## config.mk

```make
export PLATFORM = sky130hd
export DESIGN_NAME = turn_sequencer
export DESIGN_NICKNAME = d
export VERILOG_FILES = /design/src/rtl/turn_sequencer_pkg.sv /design/src/rtl/turn_timer.sv /design/src/rtl/turn_sequencer.sv
export SDC_FILE = /design/constraint.sdc
export NUM_CORES = 1
export LEC_CHECK = 0
export ABC_AREA = 1
export CORE_MARGIN = 3
export CORE_UTILIZATION = 30
export DETAILED_ROUTE_END_ITERATION = 10
export PLACE_DENSITY = 0.54
export SLEW_MARGIN = 0
export SYNTH_ARGS = -nofsm -noshare
export SYNTH_HDL_FRONTEND = slang
export SYNTH_SLANG_ARGS = --single-unit
```

## constraint.sdc

```tcl
create_clock -name clk -period 1.77 [get_ports clk]
set_input_delay 0.4425 -clock clk [delete_from_list [all_inputs] [get_ports clk]]
set_output_delay 0.4425 -clock clk [all_outputs]
set_load 0.05 [all_outputs]
```

## src/rtl/turn_sequencer_pkg.sv

```systemverilog
// turn_pkg: shared types and helpers for the turn sequencer and the display
// logic that decodes cur_player.
//   turn_state_e  : lifecycle state, explicit 2-bit encodings
//   next_player() : modulo-n increment of a player index (n in 2..8)
package turn_pkg;

  typedef enum logic [1:0] {
    IDLE = 2'b00,
    PLAY = 2'b01,
    DONE = 2'b10
  } turn_state_e;

  // Player indices fit in 8 bits for any legal player count; callers cast
  // to their own width.
  function automatic logic [7:0] next_player(input logic [7:0] cur,
                                             input logic [7:0] n);
    logic [7:0] inc;
    inc = cur + 8'd1;
    return (inc >= n) ? 8'd0 : inc;
  endfunction

endpackage

```

## src/rtl/turn_timer.sv

```systemverilog
// turn_timer: per-turn cycle counter used for auto-pass.
// Ports:
//   clk, reset : clock, synchronous active-high reset
//   run        : count this cycle (high while the game is in PLAY)
//   clear      : restart the count (turn change or game entry)
//   select     : a move arrived this cycle; suppresses expiry
//   expire     : counter sits at TIMEOUT_CYCLES-1 with no move this cycle
module turn_timer #(
  parameter int TIMEOUT_CYCLES = 250_000_000
) (
  input  logic clk,
  input  logic reset,
  input  logic run,
  input  logic clear,
  input  logic select,
  output logic expire
);

  localparam int CW = (TIMEOUT_CYCLES > 2) ? $clog2(TIMEOUT_CYCLES) : 1;
  localparam logic [CW-1:0] LAST = CW'(TIMEOUT_CYCLES - 1);

  logic [CW-1:0] cnt;

  always_ff @(posedge clk) begin
    if (reset || clear) cnt <= '0;
    else if (run)       cnt <= cnt + CW'(1);
  end

  assign expire = run && !select && (cnt == LAST);

endmodule

```

## src/rtl/turn_sequencer.sv

```systemverilog
// turn_sequencer: N-player turn manager with an IDLE/PLAY/DONE lifecycle,
// move counting with board-full detection, and rotation of the starting
// player between games.
// Optional feature macro: TURN_TIMEOUT_EN (adds a per-turn auto-pass timer).
// Ports:
//   clk, reset  : clock, synchronous active-high reset
//   start       : pulse, begin a game (from IDLE or DONE)
//   select      : pulse, validated move by cur_player
//   game_over   : win detected, end the game
//   cur_player  : player whose turn it is
//   turn_count  : moves accepted this game
//   playing     : high while in PLAY
//   board_full  : pulse when turn_count reaches MAX_TURNS
//   timed_out   : pulse on auto-pass (constant 0 without the macro)
module turn_sequencer
  import turn_pkg::*;
#(
  parameter int NUM_PLAYERS    = 2,
  parameter int MAX_TURNS      = 9,
  parameter int TIMEOUT_CYCLES = 250_000_000,
  localparam int PW = ($clog2(NUM_PLAYERS) < 1) ? 1 : $clog2(NUM_PLAYERS),
  localparam int TW = $clog2(MAX_TURNS + 1)
) (
  input  logic          clk,
  input  logic          reset,
  input  logic          start,
  input  logic          select,
  input  logic          game_over,
  output logic [PW-1:0] cur_player,
  output logic [TW-1:0] turn_count,
  output logic          playing,
  output logic          board_full,
  output logic          timed_out
);

  localparam logic [7:0]    NP    = 8'(NUM_PLAYERS);
  localparam logic [TW-1:0] MAX_T = TW'(MAX_TURNS);

  turn_state_e   state, state_n;
  logic [PW-1:0] fp, fp_n, cur_n, adv_player;
  logic [TW-1:0] cnt_n;
  logic          bf_n, to_n, expire, tclear;

  assign adv_player = PW'(next_player(8'(cur_player), NP));

  always_ff @(posedge clk) begin
    if (reset) begin
      state      <= IDLE;
      fp         <= '0;
      cur_player <= '0;
      turn_count <= '0;
      board_full <= 1'b0;
      timed_out  <= 1'b0;
    end else begin
      state      <= state_n;
      fp         <= fp_n;
      cur_player <= cur_n;
      turn_count <= cnt_n;
      board_full <= bf_n;
      timed_out  <= to_n;
    end
  end

  // state is itself registered, so this decode changes with the state edge
  assign playing = (state == PLAY);

  always_comb begin
    state_n = state;
    fp_n    = fp;
    cur_n   = cur_player;
    cnt_n   = turn_count;
    bf_n    = 1'b0;
    to_n    = 1'b0;
    tclear  = 1'b0;
    case (state)
      IDLE: if (start) begin
        state_n = PLAY;
        cur_n   = fp;
        cnt_n   = '0;
        tclear  = 1'b1;
      end
      PLAY: begin
        if (game_over) begin
          state_n = DONE;            // a coincident select is dropped
        end else if (select) begin
          cur_n  = adv_player;
          cnt_n  = turn_count + TW'(1);
          tclear = 1'b1;
          if (cnt_n == MAX_T) begin
            state_n = DONE;
            bf_n    = 1'b1;
          end
        end else if (expire) begin
          cur_n  = adv_player;
          to_n   = 1'b1;
          tclear = 1'b1;
        end
      end
      DONE: if (start) begin
        fp_n    = PW'(next_player(8'(fp), NP));
        cur_n   = fp_n;
        cnt_n   = '0;
        state_n = PLAY;
        tclear  = 1'b1;
      end
      default: state_n = IDLE;
    endcase
  end

`ifdef TURN_TIMEOUT_EN
  turn_timer #(.TIMEOUT_CYCLES(TIMEOUT_CYCLES)) u_timer (
    .clk    (clk),
    .reset  (reset),
    .run    (state == PLAY),
    .clear  (tclear),
    .select (select),
    .expire (expire)
  );
`else
  // No timer: expiry never happens; the clear strobe and the timeout
  // parameter have no consumer.
  logic unused_timer;
  assign unused_timer = tclear & (TIMEOUT_CYCLES >= 2);
  assign expire       = 1'b0;
`endif

endmodule

```

==> qor.txt, run 1 <==
Critical Path AT - 1.19 ns
class of the most critical hold timing path - flop to flop
growth of design area from synthesis to finish - 32.20%
fin crit share - 92.21%
Initial Utilization - 33.12%
fraction of power spent switching nets - 46.07%
Bufs on Longest Clock Path - 2
Critical Path Fanout Max - 7
violation count after the first detailed-routing iteration - 8
worst setup path category - flop to primary output
clock tree from TritonCTS - done
run status - finished, final reports clean
total negative slack - 0 ns
standard-cell row count - 15
overall die width - 50.37 um
Cell Int Power - 0.5429 mW
mean instance size in the synthesized netlist - 7.571 um2
most common cell after layout, fill and taps aside - nand2_1
count of inserted antenna diode cells - 0
count of pins on the block boundary - 13
maximum frequency from static timing analysis - 612.7 MHz
fin crit period - 1.632 ns
number of design rule violations left after detail routing - 0
worst clock skew - 0.01159 ns
Core Area - 1783 um2
Net Sw Power - 0.4637 mW
leakage power total - 0.3218 nW
combined global-route utilization of all metal layers - 10.22%
count of final max-slew check failures - 0
storage element area - 180.2 um2
number of cells on the worst reg-to-reg path - 8
Post-Route WL - 1078 um
die footprint - 2537 um2
count of endpoints failing setup in the final report - 0
commonest cells after routing, fill and taps aside - nand2_1, inv_1, dfxtp_1
reg-to-reg critical path startpoint - state[0]
crit-path cells - inv_1 > ha_2 > buf_12
combinational family with the most area after synthesis - simple AND/OR/NAND/NOR gates
antenna violations before repair - 0
post-route cell area - 780.7 um2
power per cell area - 1289 nW/um2
synthesized-area fraction occupied by ao, oa, aoi and oai cells - 16.10%
share of synthesized cell area in and, or, nand and nor gates - 29.24%
number of hold-repair buffers added at the cts stage - 0
Detailed Routing Iterations Pass 1 - 4
count of cells along the worst hold path - 2
multiplexer share of the synthesized area - 0%
cell family with most CP delay - flip-flops
HPWL reported at the end of detailed placement - 878.5 um
Worst setup EP type - primary output
number of library cell types mapped by synthesis - 23
proportion of power drawn by flip-flops and latches - 27.1%
count of flip-flops with a built-in enable after synthesis - 0
vias in the first global route - 473
filler cell count - 196
level count of the clock H-tree - 1
fraction of registers with async set/reset - 0%
GRT Residual Overflow - 0
part of the total power dissipated in combinational logic - 56.7%
RR Endpoint - cur_player
number of warning messages in the yosys log - 0
vias after detailed routing - 505
part of the total power dissipated in the clock network - 16.2%
worst-case hold path end point - cur_player
start point of the worst min-delay path - cur_player
max-cap violations - 0
combined area of the multi-input logic cells - 349.1 um2
wire length of the first global-routing pass - 2001 um
sequential element share of the synthesized area - 30.51%
syn nets - 89
delay of the slowest cell on the worst path - 0.33 ns
total CTS buffers - 3
master of the slowest instance on the critical path - dfxtp_1
Worst-path clk slew - 0.07 ns
Port Buf Inserts - 11
count of endpoints failing hold in the final timing report - 0
element type at the critical path start - flop
Netlist Area Pre-Place - 590.6 um2
leading register cell type out of synthesis - dfxtp_1
final routed wire length divided by cell count - 9.136 um
Seq cells post-synth - 9
setup repair after global routing missed its margin - false
data required time at the worst endpoint - 1.33 ns
CP Buf/Inv Count - 2
fraction of final layout cells with drive strength greater than 1 - 34.41%
number of vias per cell after detailed routing - 4.280
post-synthesis xor/xnor area fraction - 0%
post-synthesis instance total - 78
routability cong. - 0.7463
register-to-register setup slack - 0.30 ns
clock insertion delay at the later pin of the skew report - 0.26 ns
maximum number of pins on one net before global-route repair - 8
number of nets still failing antenna checks after routing - 0
final-stage net count - 105
Worst VDD drop - 0.7211 mV
placed instance area - 752.0 um2
height of the die - 50.37 um
library cell used as clock root buffer - clkbuf_4
adder-cell share of the synthesized area - 12.71%
TritonCTS sink count - 9
==> worst reg2reg max path, stage by stage (launching register included) <==
cell,delay [ns]
dfxtp_1,0.41
inv_1,0.09
ha_1,0.24
nor2_2,0.16
nor2_2,0.07
nor2_2,0.12
nand2_1,0.09
o21ai_1,0.13
a21oi_1,0.05
==> routing by layer <==
metal,vias up,track usage [%],share of wire [%]
li1,273,-,-
met1,218,13.59,47
met2,12,14.78,46
met3,2,2.967,6.2
met4,0,5.381,0.74
met5,-,0,0
==> cell type report <==
class / count / share of cell area (%)
Multi-Input combinational cell: 53 / 44.71
Sequential cell: 9 / 23.08
Timing Repair Buffer: 12 / 17.63
Inverter: 15 / 7.212
Tap cell: 25 / 4.006
Clock buffer: 4 / 3.365
==> power by group through the flow <==
stage                     combinational, mW  sequential, mW  clock [mW]
after global routing                  0.625           0.280       0.178
after CTS                             0.573           0.273       0.167
after global placement                0.574           0.277           0
after detailed placement              0.569           0.277           0
after floorplan                       0.389           0.318           0
final                                 0.570           0.273       0.163
==> sequential cells by signal (all words and copies together), names as in the netlist <==
signal	count
board_full	1
cur_player	1
fp	1
state	2
turn_count	4
==> cell families (layout without fill, tap and decap cells) <==
kind of cell	Yosys count	after routing
compound gates	15	15
fa+ha+maj	6	6
buf+inv	16	31
flops	9	9
other cells	1	1
simple gates	31	31
==> repair_timing <==
item | CTS | global route
setup buffers | 0 | 0
setup endpoints to repair | 0 | 1
resized for setup | 0 | 1
==> Yosys cell counts, types with 2 or more instances <==
cell	n	area share [%]
o21ai_1	2	1.7
nor2_2	3	3.2
nand2_2	5	5.3
nand3_1	2	1.7
dfxtp_1	9	31
nor2_4	2	3.8
a21oi_1	6	5.1
o21ai_0	2	1.7
a21oi_2	2	3.0
nand2_1	14	8.9
ha_1	6	13
inv_2	4	2.5
inv_1	11	7.0
==> through the flow <==
step / setup slack, ns / std cells / power [mW] / hold slack, ns / util [%]
6_report: 0.1379 / 118 / 1.007 / 0.4782 / 43.79
5_1_grt: 0.07525 / 118 / 1.083 / 0.5033 / 43.79
4_1_cts: 0.01818 / 118 / 1.014 / 0.4840 / 43.65
3_5_place_dp: 0.1389 / 114 / 0.8465 / 0.4747 / 42.18
3_3_place_gp: 0.1496 / 114 / 0.8506 / 0.4729 / 42.18
2_1_floorplan: 0.1914 / 78 / 0.7069 / 0.4583 / -
==> worst max path at each step <==
| stage | startpoint | end | slack, ns | cells after the start |
|---|---|---|---|---|
| final | state[1] | playing | 0.14 | 3 |
| after global placement | select | turn_count[0] | 0.15 | 6 |
| after detailed placement | select | turn_count[0] | 0.14 | 6 |
| after floorplan | turn_count[1] | state[0] | 0.19 | 10 |
| after global routing | state[1] | playing | 0.08 | 3 |
| after CTS | state[1] | playing | 0.02 | 3 |
Power figures use the tool's default switching activity.
==> run 2: changes to the inputs <==
--- a/config.mk
+++ b/config.mk
@@ -6,10 +6,12 @@
 export NUM_CORES = 1
 export LEC_CHECK = 0
 export ABC_AREA = 1
+export CELL_PAD_IN_SITES_DETAIL_PLACEMENT = 1
+export CELL_PAD_IN_SITES_GLOBAL_PLACEMENT = 2
 export CORE_MARGIN = 3
-export CORE_UTILIZATION = 30
+export CORE_UTILIZATION = 26
 export DETAILED_ROUTE_END_ITERATION = 10
-export PLACE_DENSITY = 0.54
+export PLACE_DENSITY = 0.76
 export SLEW_MARGIN = 0
 export SYNTH_ARGS = -nofsm -noshare
 export SYNTH_HDL_FRONTEND = slang
==> run 2 against run 1 <==
Compared with the run above:
- power is 2.2% higher
- core utilization is 5.4 points lower
- final area is 1.3% higher
- combinational power is 3% higher
- sequential power hardly changed
- critical path depth stayed put
- largest cell class unchanged
- largest power group unchanged
==> qor.txt, run 2 (synthesis results as in run 1) <==
combined global-route utilization of all metal layers - 11.71%
level count of the clock H-tree - 1
count of endpoints failing hold in the final timing report - 0
violation count after the first detailed-routing iteration - 4
filler cell count - 261
power per cell area - 1301 nW/um2
worst setup path category - flop to primary output
element type at the critical path start - flop
HPWL reported at the end of detailed placement - 1088 um
fin crit period - 1.652 ns
combined area of the multi-input logic cells - 349.1 um2
Worst VDD drop - 0.7719 mV
Critical Path AT - 1.21 ns
flip-flop count of the largest register after layout - 4
standard-cell row count - 16
growth of design area from synthesis to finish - 33.90%
Largest Register - turn_count
worst clock skew - 0.0008343 ns
antenna violations before repair - 0
buffers inserted during post-CTS setup optimization - 0
Worst setup EP type - primary output
Initial Utilization - 28.64%
routability cong. - 0.7560
GRT Residual Overflow - 0
biggest registers after layout - turn_count x4, state x2
post-cts sizing count - 0
count of inserted antenna diode cells - 0
final routed wire length divided by cell count - 10.94 um
vias in the first global route - 540
most common cell after layout, fill and taps aside - nand2_1
final worst setup slack - 0.1176 ns
post-placement worst setup slack - 0.1378 ns
maximum number of pins on one net before global-route repair - 8
Bufs on Longest Clock Path - 2
number of design rule violations left after detail routing - 0
number of hold-repair buffers added at the cts stage - 0
total negative slack - 0 ns
total instance count after detailed placement - 117
max-cap violations - 0
overall die width - 53.66 um
fraction of final layout cells with drive strength greater than 1 - 35.11%
Hold WS - 0.4728 ns
die footprint - 2879 um2
Post-Route WL - 1324 um
Core Area - 2062 um2
number of nets still failing antenna checks after routing - 0
library cell used as clock root buffer - clkbuf_4
maximum frequency from static timing analysis - 605.2 MHz
storage element area - 180.2 um2
post-route cell area - 790.8 um2
clock tree from TritonCTS - done
count of endpoints failing setup in the final report - 0
Port Buf Inserts - 11
commonest cells after routing, fill and taps aside - nand2_1, inv_1, dfxtp_1
placed instance area - 762.0 um2
fin crit share - 93.35%
Critical Path Fanout Max - 7
vias after detailed routing - 523
height of the die - 53.66 um
final-stage net count - 106
setup repair after global routing missed its margin - false
wire length of the first global-routing pass - 2352 um
Detailed Routing Iterations Pass 1 - 2
number of vias per cell after detailed routing - 4.322
clock insertion delay at the later pin of the skew report - 0.26 ns
TritonCTS sink count - 9
count of pins on the block boundary - 13
run status - finished, final reports clean
data required time at the worst endpoint - 1.33 ns
leakage power total - 0.3266 nW
count of final max-slew check failures - 0
class of the most critical hold timing path - flop to flop
number of standard cells in the layout, taps in and fillers out - 121
Worst-path clk slew - 0.07 ns
total CTS buffers - 3
## run 2: worst max-delay path, stage by stage (launching register included)
cell     delay (ns)
dfxtp_1        0.33
inv_1          0.12
ha_2           0.33
buf_12         0.17
## run 2: worst paths after layout
path                    from  slack [ns]  cells after the start    endpoint
setup reg to reg    state[0]        0.27                      8  cur_player
setup / recovery    state[1]        0.12                      3     playing
hold reg to reg   cur_player        0.47                      2  cur_player
hold / removal    cur_player        0.47                      2  cur_player
## run 2: power breakdown
group	total (mW)	switching, mW	internal [mW]
combinational	0.588	0.369	0.219
clock	0.165	0.0784	0.0870
sequential	0.275	0.0357	0.240
## run 2: metrics by stage
step / total power [mW] / util (%)
6_report: 1.029 / 38.35
5_1_grt: 1.120 / 38.35
4_1_cts: 1.042 / 38.23
3_5_place_dp: 0.8714 / 36.95
3_3_place_gp: 0.8624 / 36.95
2_1_floorplan: 0.7069 / -
## run 2: cell type report
| type | instances | area share [%] |
|---|---|---|
| clock buffers | 4 | 3.323 |
| inverters | 15 | 7.120 |
| multi-input cells | 53 | 44.15 |
| flip-flops and latches | 9 | 22.78 |
| well taps | 27 | 4.272 |
| repair buffers | 13 | 18.35 |
## run 2: routing by layer
| layer | global-route usage, % | vias to the layer above | part of all wire, % |
|---|---|---|---|
| li1 | - | 276 | - |
| met1 | 13.46 | 237 | 49 |
| met2 | 18.75 | 8 | 46 |
| met3 | 3.324 | 2 | 3.5 |
| met4 | 7.660 | 0 | 1.4 |
| met5 | 0 | - | 0 |
==> run 3: changes to the inputs <==
--- a/config.mk
+++ b/config.mk
@@ -11,7 +11,7 @@
 export CORE_MARGIN = 3
 export CORE_UTILIZATION = 26
 export DETAILED_ROUTE_END_ITERATION = 10
-export PLACE_DENSITY = 0.76
+export PLACE_DENSITY_LB_ADDON = 0.15
 export SLEW_MARGIN = 0
 export SYNTH_ARGS = -nofsm -noshare
 export SYNTH_HDL_FRONTEND = slang
==> run 3 against run 2 <==
Compared with the run above:
- power is 1.3% higher
- final area is 1.6% higher
- first-iteration DRC count is 25% lower
- die area stayed put
- final cell count stayed put
- non-clock buffer count stayed put
- setup slack better by 0.0082 ns
- core utilization is 0.61 points higher
- hold slack better by 0.0082 ns
- sequential power hardly changed
==> qor.txt, run 3 (synthesis results as in run 1) <==
run status - finished, final reports clean
overall die width - 53.66 um
reg-to-reg critical path startpoint - state[0]
setup repair after global routing missed its margin - false
flip-flop count of the largest register after layout - 4
master of the slowest instance on the critical path - dfxtp_1
crit path capture - playing
level count of the clock H-tree - 1
worst setup path category - flop to primary output
die footprint - 2879 um2
launch point of the worst path - state[1]
Final Total Pwr - 1.042 mW
Core Area - 2062 um2
library cell used as clock root buffer - clkbuf_4
Worst VDD drop - 0.8509 mV
clock insertion delay at the later pin of the skew report - 0.26 ns
total negative slack - 0 ns
antenna violations before repair - 0
Port Buf Inserts - 11
leakage power total - 0.3295 nW
fin crit period - 1.644 ns
filler cell count - 260
most common cell after layout, fill and taps aside - nand2_1
fin crit share - 92.89%
count of endpoints failing setup in the final report - 0
Worst setup EP type - primary output
total CTS buffers - 3
element type at the critical path start - flop
Critical Path Fanout Max - 7
count of pins on the block boundary - 13
commonest cells after routing, fill and taps aside - nand2_1, inv_1, dfxtp_1
Bufs on Longest Clock Path - 2
growth of design area from synthesis to finish - 36.02%
data required time at the worst endpoint - 1.33 ns
number of standard cells in the layout, taps in and fillers out - 121
register-to-register setup slack - 0.28 ns
vias after detailed routing - 522
buffers inserted during post-CTS setup optimization - 0
Detailed Routing Iterations Pass 1 - 4
GRT Residual Overflow - 0
number of nets still failing antenna checks after routing - 0
crit-path cells - inv_1 > ha_2 > buf_12
count of endpoints failing hold in the final timing report - 0
placed instance area - 774.5 um2
class of the most critical hold timing path - flop to flop
wire length of the first global-routing pass - 2415 um
power per cell area - 1297 nW/um2
RR Endpoint - cur_player
final-stage net count - 106
count of inserted antenna diode cells - 0
count of final max-slew check failures - 0
number of vias per cell after detailed routing - 4.314
routability cong. - 0.7207
Initial Utilization - 28.64%
Critical Path AT - 1.20 ns
storage element area - 180.2 um2
maximum number of pins on one net before global-route repair - 8
clock tree from TritonCTS - done
number of cells on the worst reg-to-reg path - 8
combined global-route utilization of all metal layers - 11.60%
biggest registers after layout - turn_count x4, state x2
maximum frequency from static timing analysis - 608.2 MHz
max-cap violations - 0
total instance count after detailed placement - 117
violation count after the first detailed-routing iteration - 3
standard-cell row count - 16
post-route cell area - 803.3 um2
Largest Register - turn_count
combined area of the multi-input logic cells - 349.1 um2
vias in the first global route - 564
HPWL reported at the end of detailed placement - 1084 um
delay of the slowest cell on the worst path - 0.33 ns
TritonCTS sink count - 9
fraction of final layout cells with drive strength greater than 1 - 35.11%
number of design rule violations left after detail routing - 0
Post-Route WL - 1303 um
height of the die - 53.66 um
count of cells along the worst hold path - 2
final routed wire length divided by cell count - 10.77 um
share of the core filled with cells in the final layout - 38.96%
worst clock skew - 0.002681 ns
Worst-path clk slew - 0.07 ns
run 3: worst min-delay path by stage:
stage                          start         end  slack, ns
after floorplan                   fp          fp       0.46
after CTS                 cur_player  cur_player       0.49
after global routing        state[0]    state[0]       0.53
final                     cur_player  cur_player       0.48
after detailed placement  cur_player  cur_player       0.47
after global placement    cur_player  cur_player       0.48
run 3: where the power goes:
group	total [mW]	internal, mW	switching [mW]
sequential	0.276	0.240	0.0365
combinational	0.598	0.233	0.365
clock	0.168	0.0872	0.0807
total	1.04	0.560	0.482
run 3: timing repair:
| action | CTS | global route |
|---|---|---|
| gates resized for setup | 0 | 1 |
| hold buffers | 0 | 0 |
| hold endpoints to repair | 0 | 0 |
| setup endpoints to repair | 0 | 1 |
run 3: worst max-delay path, delay by kind of cell (launching register included):
kind | cells | cell delay, ns
fa+ha+maj | 1 | 0.32
flops | 1 | 0.33
buf+inv | 2 | 0.29
run 3: metrics by stage:
| stage | setup slack, ns | hold WS [ns] |
|---|---|---|
| 2_1_floorplan | 0.1914 | 0.4583 |
| 3_3_place_gp | 0.1236 | 0.4780 |
| 3_5_place_dp | 0.1036 | 0.4743 |
| 4_1_cts | 0.007365 | 0.4857 |
| 5_1_grt | 0.04347 | 0.5306 |
| 6_report | 0.1259 | 0.4810 |
run 3: cell type report:
cell class | instances | share of cell area (%)
sequential | 9 | 22.43
inverter | 15 | 7.009
tap | 27 | 4.206
multi-input combinational | 53 | 43.46
timing repair buffer | 13 | 19.63
clock buffer | 4 | 3.271
run 3: layer usage:
layer  GRT usage [%]  vias to the layer above  wire length (um)
li1                -                      278                 -
met1           15.14                      228               667
met2           17.54                       14               554
met3           2.493                        2                64
met4           6.383                        0                17
met5               0                        -                 0
